## config.mk

```make
export PLATFORM = sky130hd
export DESIGN_NAME = imem_prog
export DESIGN_NICKNAME = d
export VERILOG_FILES = /design/src/rtl/imem_pkg.sv /design/src/rtl/imem_ram.sv /design/src/rtl/imem_prog.sv
export SDC_FILE = /design/constraint.sdc
export NUM_CORES = 2
export LEC_CHECK = 0
export ABC_AREA = 1
export BUFFER_PORTS_ARGS = -buffer_cell sky130_fd_sc_hd__buf_2
export CAP_MARGIN = 20
export CORE_MARGIN = 4
export CORE_UTILIZATION = 25
export CTS_CLUSTER_SIZE = 14
export DETAILED_ROUTE_END_ITERATION = 8
export SYNTH_ARGS = -nofsm -noshare
export SYNTH_HDL_FRONTEND = slang
export SYNTH_SLANG_ARGS = --single-unit
```

## constraint.sdc

```tcl
create_clock -name clk -period 8.1 [get_ports clk]
set_input_delay 0.81 -clock clk [delete_from_list [all_inputs] [get_ports clk]]
set_output_delay 0.81 -clock clk [all_outputs]
set_load 0.02 [all_outputs]
```

## src/rtl/imem_pkg.sv

```systemverilog
// Shared constants and state encoding for the instruction memory block.
package imem_pkg;

  localparam int unsigned DEFAULT_DEPTH = 64;
  localparam logic [31:0] DEFAULT_NOP   = 32'h0000_0013;

  typedef enum logic {
    ST_LOAD = 1'b0,
    ST_RUN  = 1'b1
  } state_e;

endpackage

```

## src/rtl/imem_ram.sv

```systemverilog
// Instruction storage: DEPTH x 32, one synchronous write port, one synchronous read port.
module imem_ram #(
  parameter int unsigned DEPTH = 64,
  parameter int unsigned AW    = $clog2(DEPTH)
) (
  input  logic          clk,
  input  logic          we,
  input  logic [AW-1:0] waddr,
  input  logic [31:0]   wdata,
  input  logic          re,
  input  logic [AW-1:0] raddr,
  output logic [31:0]   rdata
);

  localparam int unsigned IW = (DEPTH > 1) ? $clog2(DEPTH) : 1;

  logic [31:0] mem [DEPTH];
  logic [31:0] rdata_q;

  // Index may be wider than needed; callers only enable accesses below DEPTH.
  always_ff @(posedge clk) begin
    if (we) mem[waddr[IW-1:0]] <= wdata;
    if (re) rdata_q <= mem[raddr[IW-1:0]];
  end

  assign rdata = rdata_q;

endmodule

```

## src/rtl/imem_prog.sv

```systemverilog
// Programmable instruction memory: LOAD/RUN state machine, load handshake and fetch port.
module imem_prog
  import imem_pkg::*;
#(
  parameter int unsigned DEPTH     = DEFAULT_DEPTH,
  parameter int unsigned AW        = $clog2(DEPTH),
  parameter logic [31:0] NOP_INSTR = DEFAULT_NOP
) (
  input  logic          clk,
  input  logic          rst,
  input  logic          req_valid,
  input  logic [31:0]   a,
  input  logic          stall,
  input  logic          flush,
  output logic [31:0]   rd,
  output logic          rd_valid,
  output logic          misalign,
  output logic          oob,
  input  logic          prog_valid,
  output logic          prog_ready,
  input  logic [AW-1:0] prog_addr,
  input  logic [31:0]   prog_data,
  input  logic          prog_last,
  input  logic          reload,
  output logic          loading,
  output logic          prog_err
);

  state_e      state_q, state_d;
  logic        rd_valid_q, rd_valid_d;
  logic        misalign_q, misalign_d;
  logic        oob_q, oob_d;
  logic        prog_err_q, prog_err_d;
  logic        beat_acc, beat_in_range, f_mis, f_oob, fetch_fire;
  logic        ram_we, ram_re;
  logic [31:0] ram_rdata;

  always_comb begin
    beat_acc      = prog_valid && (state_q == ST_LOAD);
    beat_in_range = 32'(prog_addr) < DEPTH;
    ram_we        = beat_acc && beat_in_range && !rst;
    f_mis         = a[1:0] != 2'b00;
    f_oob         = {2'b00, a[31:2]} >= DEPTH;
    fetch_fire    = (state_q == ST_RUN) && !reload && !flush && !stall && req_valid;
    ram_re        = fetch_fire && !f_mis && !f_oob;

    state_d    = state_q;
    rd_valid_d = rd_valid_q;
    misalign_d = misalign_q;
    oob_d      = oob_q;
    prog_err_d = prog_err_q;

    case (state_q)
      ST_LOAD: begin
        rd_valid_d = 1'b0;
        misalign_d = 1'b0;
        oob_d      = 1'b0;
        if (beat_acc) begin
          if (!beat_in_range) prog_err_d = 1'b1;
          if (prog_last)      state_d    = ST_RUN;
        end
      end
      ST_RUN: begin
        if (reload) begin
          state_d    = ST_LOAD;
          prog_err_d = 1'b0;
          rd_valid_d = 1'b0;
          misalign_d = 1'b0;
          oob_d      = 1'b0;
        end else if (flush) begin
          rd_valid_d = 1'b0;
          misalign_d = 1'b0;
          oob_d      = 1'b0;
        end else if (!stall) begin
          rd_valid_d = req_valid && !f_mis && !f_oob;
          misalign_d = req_valid && f_mis;
          oob_d      = req_valid && f_oob;
        end
      end
      default: state_d = ST_LOAD;
    endcase
  end

  always_ff @(posedge clk or posedge rst) begin
    if (rst) begin
      state_q    <= ST_LOAD;
      rd_valid_q <= 1'b0;
      misalign_q <= 1'b0;
      oob_q      <= 1'b0;
      prog_err_q <= 1'b0;
    end else begin
      state_q    <= state_d;
      rd_valid_q <= rd_valid_d;
      misalign_q <= misalign_d;
      oob_q      <= oob_d;
      prog_err_q <= prog_err_d;
    end
  end

  imem_ram #(
    .DEPTH(DEPTH),
    .AW   (AW)
  ) u_ram (
    .clk  (clk),
    .we   (ram_we),
    .waddr(prog_addr),
    .wdata(prog_data),
    .re   (ram_re),
    .raddr(a[AW+1:2]),
    .rdata(ram_rdata)
  );

  // The RAM read register holds during stall, so rd only needs a NOP select
  // driven by the registered valid bit.
  assign rd         = rd_valid_q ? ram_rdata : NOP_INSTR;
  assign rd_valid   = rd_valid_q;
  assign misalign   = misalign_q;
  assign oob        = oob_q;
  assign prog_err   = prog_err_q;
  assign prog_ready = (state_q == ST_LOAD);
  assign loading    = (state_q == ST_LOAD);

endmodule

```

Yosys cells after proc, flatten, opt, wreduce, memory -nomap -nowiden
Memories as Yosys holds them, arrays and structs flattened. A register that Yosys moved wholly into a read port is not among the register bits.
Index checks and enable logic that the tools add are counted.
{"block": "word_totals", "inputBits": 78, "mem_count": 1, "elab_cells": 46, "reg_bits": 4, "mem_bits_rw": 2048}
{"block": "op_classes", "n_reduce_logical": 19, "mux": 19, "n_eq_ne": 1, "bitwise": 1, "n_lt_le_gt_ge": 1}
{"name": "u_ram.mem", "words": 64, "width": 32, "read_ports": 1, "rd_clocked_by_memory_dff": 1, "write_ports": 1, "line_no": "imem_ram.sv:17", "source": "logic [31:0] mem [DEPTH];"}
{"cell": "$mux 32", "n": 1}
{"cell": "$ge 30x7->1 const B", "n": 1}
{"cell": "$mux 1", "n": 14}
{"cell": "$logic_and 1x1->1", "n": 12}
{"cell": "$pmux 1 s2", "n": 4}
{"cell": "$logic_not 1->1", "n": 6}
{"cell": "$ne 4x4->1 const B", "n": 1}
{"cell": "$reduce_bool 2->1", "n": 1}
{"cell": "$not 1->1", "n": 1}

Longest topological paths before layout
{"block": "depth", "word_depth": 8, "depth_mapped": 13, "mapped_depth_nobuf": 9}

Cells and area by module
From an unflattened synthesis, not the netlist that was laid out.
{"block": "hier_totals", "cells_unflattened": 6910, "hier_area_um2": 83755.3}
{"mod": "imem_ram", "cells_each": 6769, "area_per_inst_um2": 83058.4, "seq_area_each_um2": 62459.9, "n_inst": 1}
{"mod": "imem_prog", "cells_each": 141, "area_per_inst_um2": 696.9, "seq_area_each_um2": 100.1, "n_inst": 1}

Worst setup path before layout
Ideal clock, no wire load.
{"block": "synth_timing", "kind": "in2reg", "from": "in prog_valid", "to": "mem u_ram.mem[0][0] (enable)", "path_slack_ns": 4.807, "t_arrival_ns": 2.872, "n_path_buf": 0, "path_stages": 4, "cell_sequence": "nand2_1 > nor2_1 > nand4_1 > nor2_1"}
{"block": "synth_via", "elab_chain_cells": 4}
{"element": "start: declaration", "line_no": "imem_prog.sv:19", "source": "input logic prog_valid,"}
{"element": "$logic_and 1x1->1", "line_no": "imem_prog.sv:39", "source": "beat_acc = prog_valid && (state_q == ST_LOAD);"}
{"element": "$logic_and 1x1->1", "line_no": "imem_prog.sv:41", "source": "ram_we = beat_acc && beat_in_range && !rst;"}
{"element": "$mux 1", "line_no": "imem_ram.sv:22", "source": "if (we) mem[waddr[IW-1:0]] <= wdata;"}
{"element": "$mux 1 (not written as such)", "line_no": "imem_ram.sv:22"}
{"element": "end: declaration", "line_no": "imem_ram.sv:17"}
Every way passes these cells.

Worst setup path in the final report
{"block": "layout_timing", "from": "in rst", "to": "mem u_ram.mem[57][3] (enable)"}
{"block": "layout_via", "elab_chain_cells": 4}
{"element": "start: declaration", "line_no": "imem_prog.sv:10", "source": "input logic rst,"}
{"element": "$logic_not 1->1 (no source line)"}
{"element": "$logic_and 1x1->1", "line_no": "imem_prog.sv:41"}
{"element": "$mux 1", "line_no": "imem_ram.sv:22"}
{"element": "$mux 1 (not written as such)", "line_no": "imem_ram.sv:22"}
Every way passes these cells.

==> run metrics <==
status completed; setup_tns 0 ns; CTS buffer count 206; Bufs and invs on worst path 3; Peak VDD IR 0.179 mV; PortBufs 114; leakage power total 32.9 nW; YS warnings 0; initial antenna violation count 35; FILL cells 33400; later-pin clock latency in the skew report 0.87 ns; Critical Path Stages 6; fin crit share 0.499; 1st-iter DRT viols 7237; number of distinct library cells after synthesis 19; Placer Congestion 0.819; PwrDens 236 nW/um2; crit-path max FO 18; Top delay family on crit path simple AND/OR/NAND/NOR gates; Crit. Startpoint rst; pin count of the biggest net entering global routing 229; Post-Layout Cell Count 11500; Mapped Nets 6965; die area 344000 um2; CTS Sinks 2084; unrepaired setup endpoints after global routing no; Highest Signal Layer met5; All-Layer GR Usage 0.141; max-cap violations 0; Worst Skew 0.0467 ns; Seq cells post-synth 2084; met3 wire len 23.4 mm; R2R cell count 6; CP Capture Point u_ram.mem[57][3]$_DFFE_PP_; final WL 251 mm; Rel. slew slack 0.114; placed instance count 11100; capturing point of the worst reg2reg path u_ram.mem[57][3]$_DFFE_PP_; Max clock buf depth 3; fraction of registers with async set/reset 0.00192; critical path's largest stage delay 1.00 ns; CP arrival 4.55 ns; final-report max-slew violation count 0; core footprint 333000 um2; Max Fclk 0.248 GHz; Post-synth EDFFs 2080; DRC Markers 0; CTS tree yes; Final Hold Fails 0; Worst Setup Start Kind primary input; Placement Setup Slack 3.59 ns; Pwr Total 22.7 mW; WL/cell 21.9 um; most frequent cells in the layout nand2_1 (2316), edfxtp_1 (2080), nand3_1 (1900); most common cell after layout, fill and taps aside nand2_1; first-pass GRT wire length 362 mm; post-synthesis sequential area ratio 0.748; CP endpoint kind register; CP max stage cell nand4_1; post-CTS setup buffers 0; Clk pin slew, worst setup/hold paths 0.06 ns; Main synth FF type edfxtp_1; crit-path cells dlygate4sd3_1 > buf_2 > nor2_1 > nand4_1 > nor2_4 > buf_4; post-DP HPWL 129 mm; Initial Utilization 0.251; Worst-Margin Slew 1.33 ns; via/cell ratio 4.80; reg2reg setup slack 4.07 ns; CTS Root Cell clkbuf_16; Die Width 586 um; Layout Area Growth over Synthesis 14.7%; vias post-DR 55100; Ports 116; row count 212; Worst EP required 8.61 ns; gate count of the mapped netlist 6887; ANT nets after route 0; die height 586 um; global route overflow 0; post-synthesis instance area 83600 um2; met2 WL 118 mm; Mean Syn Cell Area 12.1 um2; Crit Path Class in -> reg; post-route setup slack 4.06 ns; fin crit period 4.04 ns; met1 wire length 101 mm; HP Class in -> reg; TritonRoute pass-1 iters 7; Crit Reg-Reg Startpoint state_q$_DFF_PP0_; final net count 6984; final setup vio count 0; vias in the first global route 52500; layout cell share with drive strength beyond 1 0.0865; H-tree level count 4
[timing repair]
| item | 4_1_cts | 5_1_grt |
|---|---|---|
| hold buffers | 1 | 0 |
| gates resized for setup | 0 | 0 |
| hold endpoints to repair | 4 | 0 |
[area by class of cell]
class	instances	area, um2	area share
diodes	14	35.0	0.000365
well taps	4387	5490	0.0572
inverters	49	220	0.00230
clock inverters	123	1350	0.0141
clock buffers	257	5350	0.0557
flip-flops and latches	2084	62600	0.652
multi-input cells	4303	19100	0.199
repair buffers	262	1890	0.0197
[state kept, by name, summed over array words and instances, names as in the netlist]
| signal | flops |
|---|---|
| oob | 1 |
| misalign | 1 |
| u_ram.mem | 2048 |
| u_ram.rdata | 32 |
| state_q | 1 |
| rd_valid | 1 |
[power breakdown]
part	switching [mW]	internal, mW	total, mW
sequential	0.00423	11.9	11.9
clock	4.14	5.35	9.49
combinational	0.990	0.295	1.28
[worst reg2reg max path: stages (launching register included)]
cell and delay, ns:
dfrtp_1 0.37, inv_1 0.15, nand2_1 0.09, nor2_1 0.66, nand4_1 1.01, nor2_4 0.92, buf_4 0.47
[cell families after synthesis]
family / synth area share
AOI/OAI and AO/OA: 0.000179
buffers and inverters: 0.0301
DFF: 0.748
other: 0.0000448
and+or+nand+nor: 0.222
[metal layers]
| layer | vias up | global-route usage |
|---|---|---|
| met5 | - | 0 |
| met4 | 6 | 0.0535 |
| met3 | 491 | 0.0269 |
| met2 | 2775 | 0.229 |
| met1 | 27300 | 0.188 |
| li1 | 24500 | - |
[cell usage after synthesis (3+ instances only)]
cell type	count	area (um2)
o21ai_0	3	15.0
edfxtp_1	2080	62500
buf_6	23	259
buf_2	262	1310
nor4_1	6	37.5
buf_4	37	278
nand4_1	6	37.5
nor2_1	68	255
nand2_1	2316	8690
dfrtp_1	4	100
buf_1	42	158
clkbuf_1	87	327
nand3_1	1900	9510
inv_1	46	173
[per-stage QoR]
step	utilization	area (um2)	hold slack (ns)
finish	0.288	96000	0.215
detailed placement	0.267	89100	0.482
global route	0.288	95900	0.183
global placement	0.267	89100	0.458
floorplan	-	83600	0.576
CTS	0.287	95800	0.149
[worst min-delay path by stage]
stage / depth (start not counted) / startpoint / to
global placement: 2 / oob$_DFFE_PP0P_ / oob$_DFFE_PP0P_
global route: 2 / reload / state_q$_DFF_PP0_
CTS: 2 / reload / state_q$_DFF_PP0_
floorplan: 1 / rst / misalign$_DFFE_PP0P_
detailed placement: 2 / oob$_DFFE_PP0P_ / oob$_DFFE_PP0P_
finish: 2 / reload / state_q$_DFF_PP0_
Note: power is estimated with default switching activity, not from simulation.
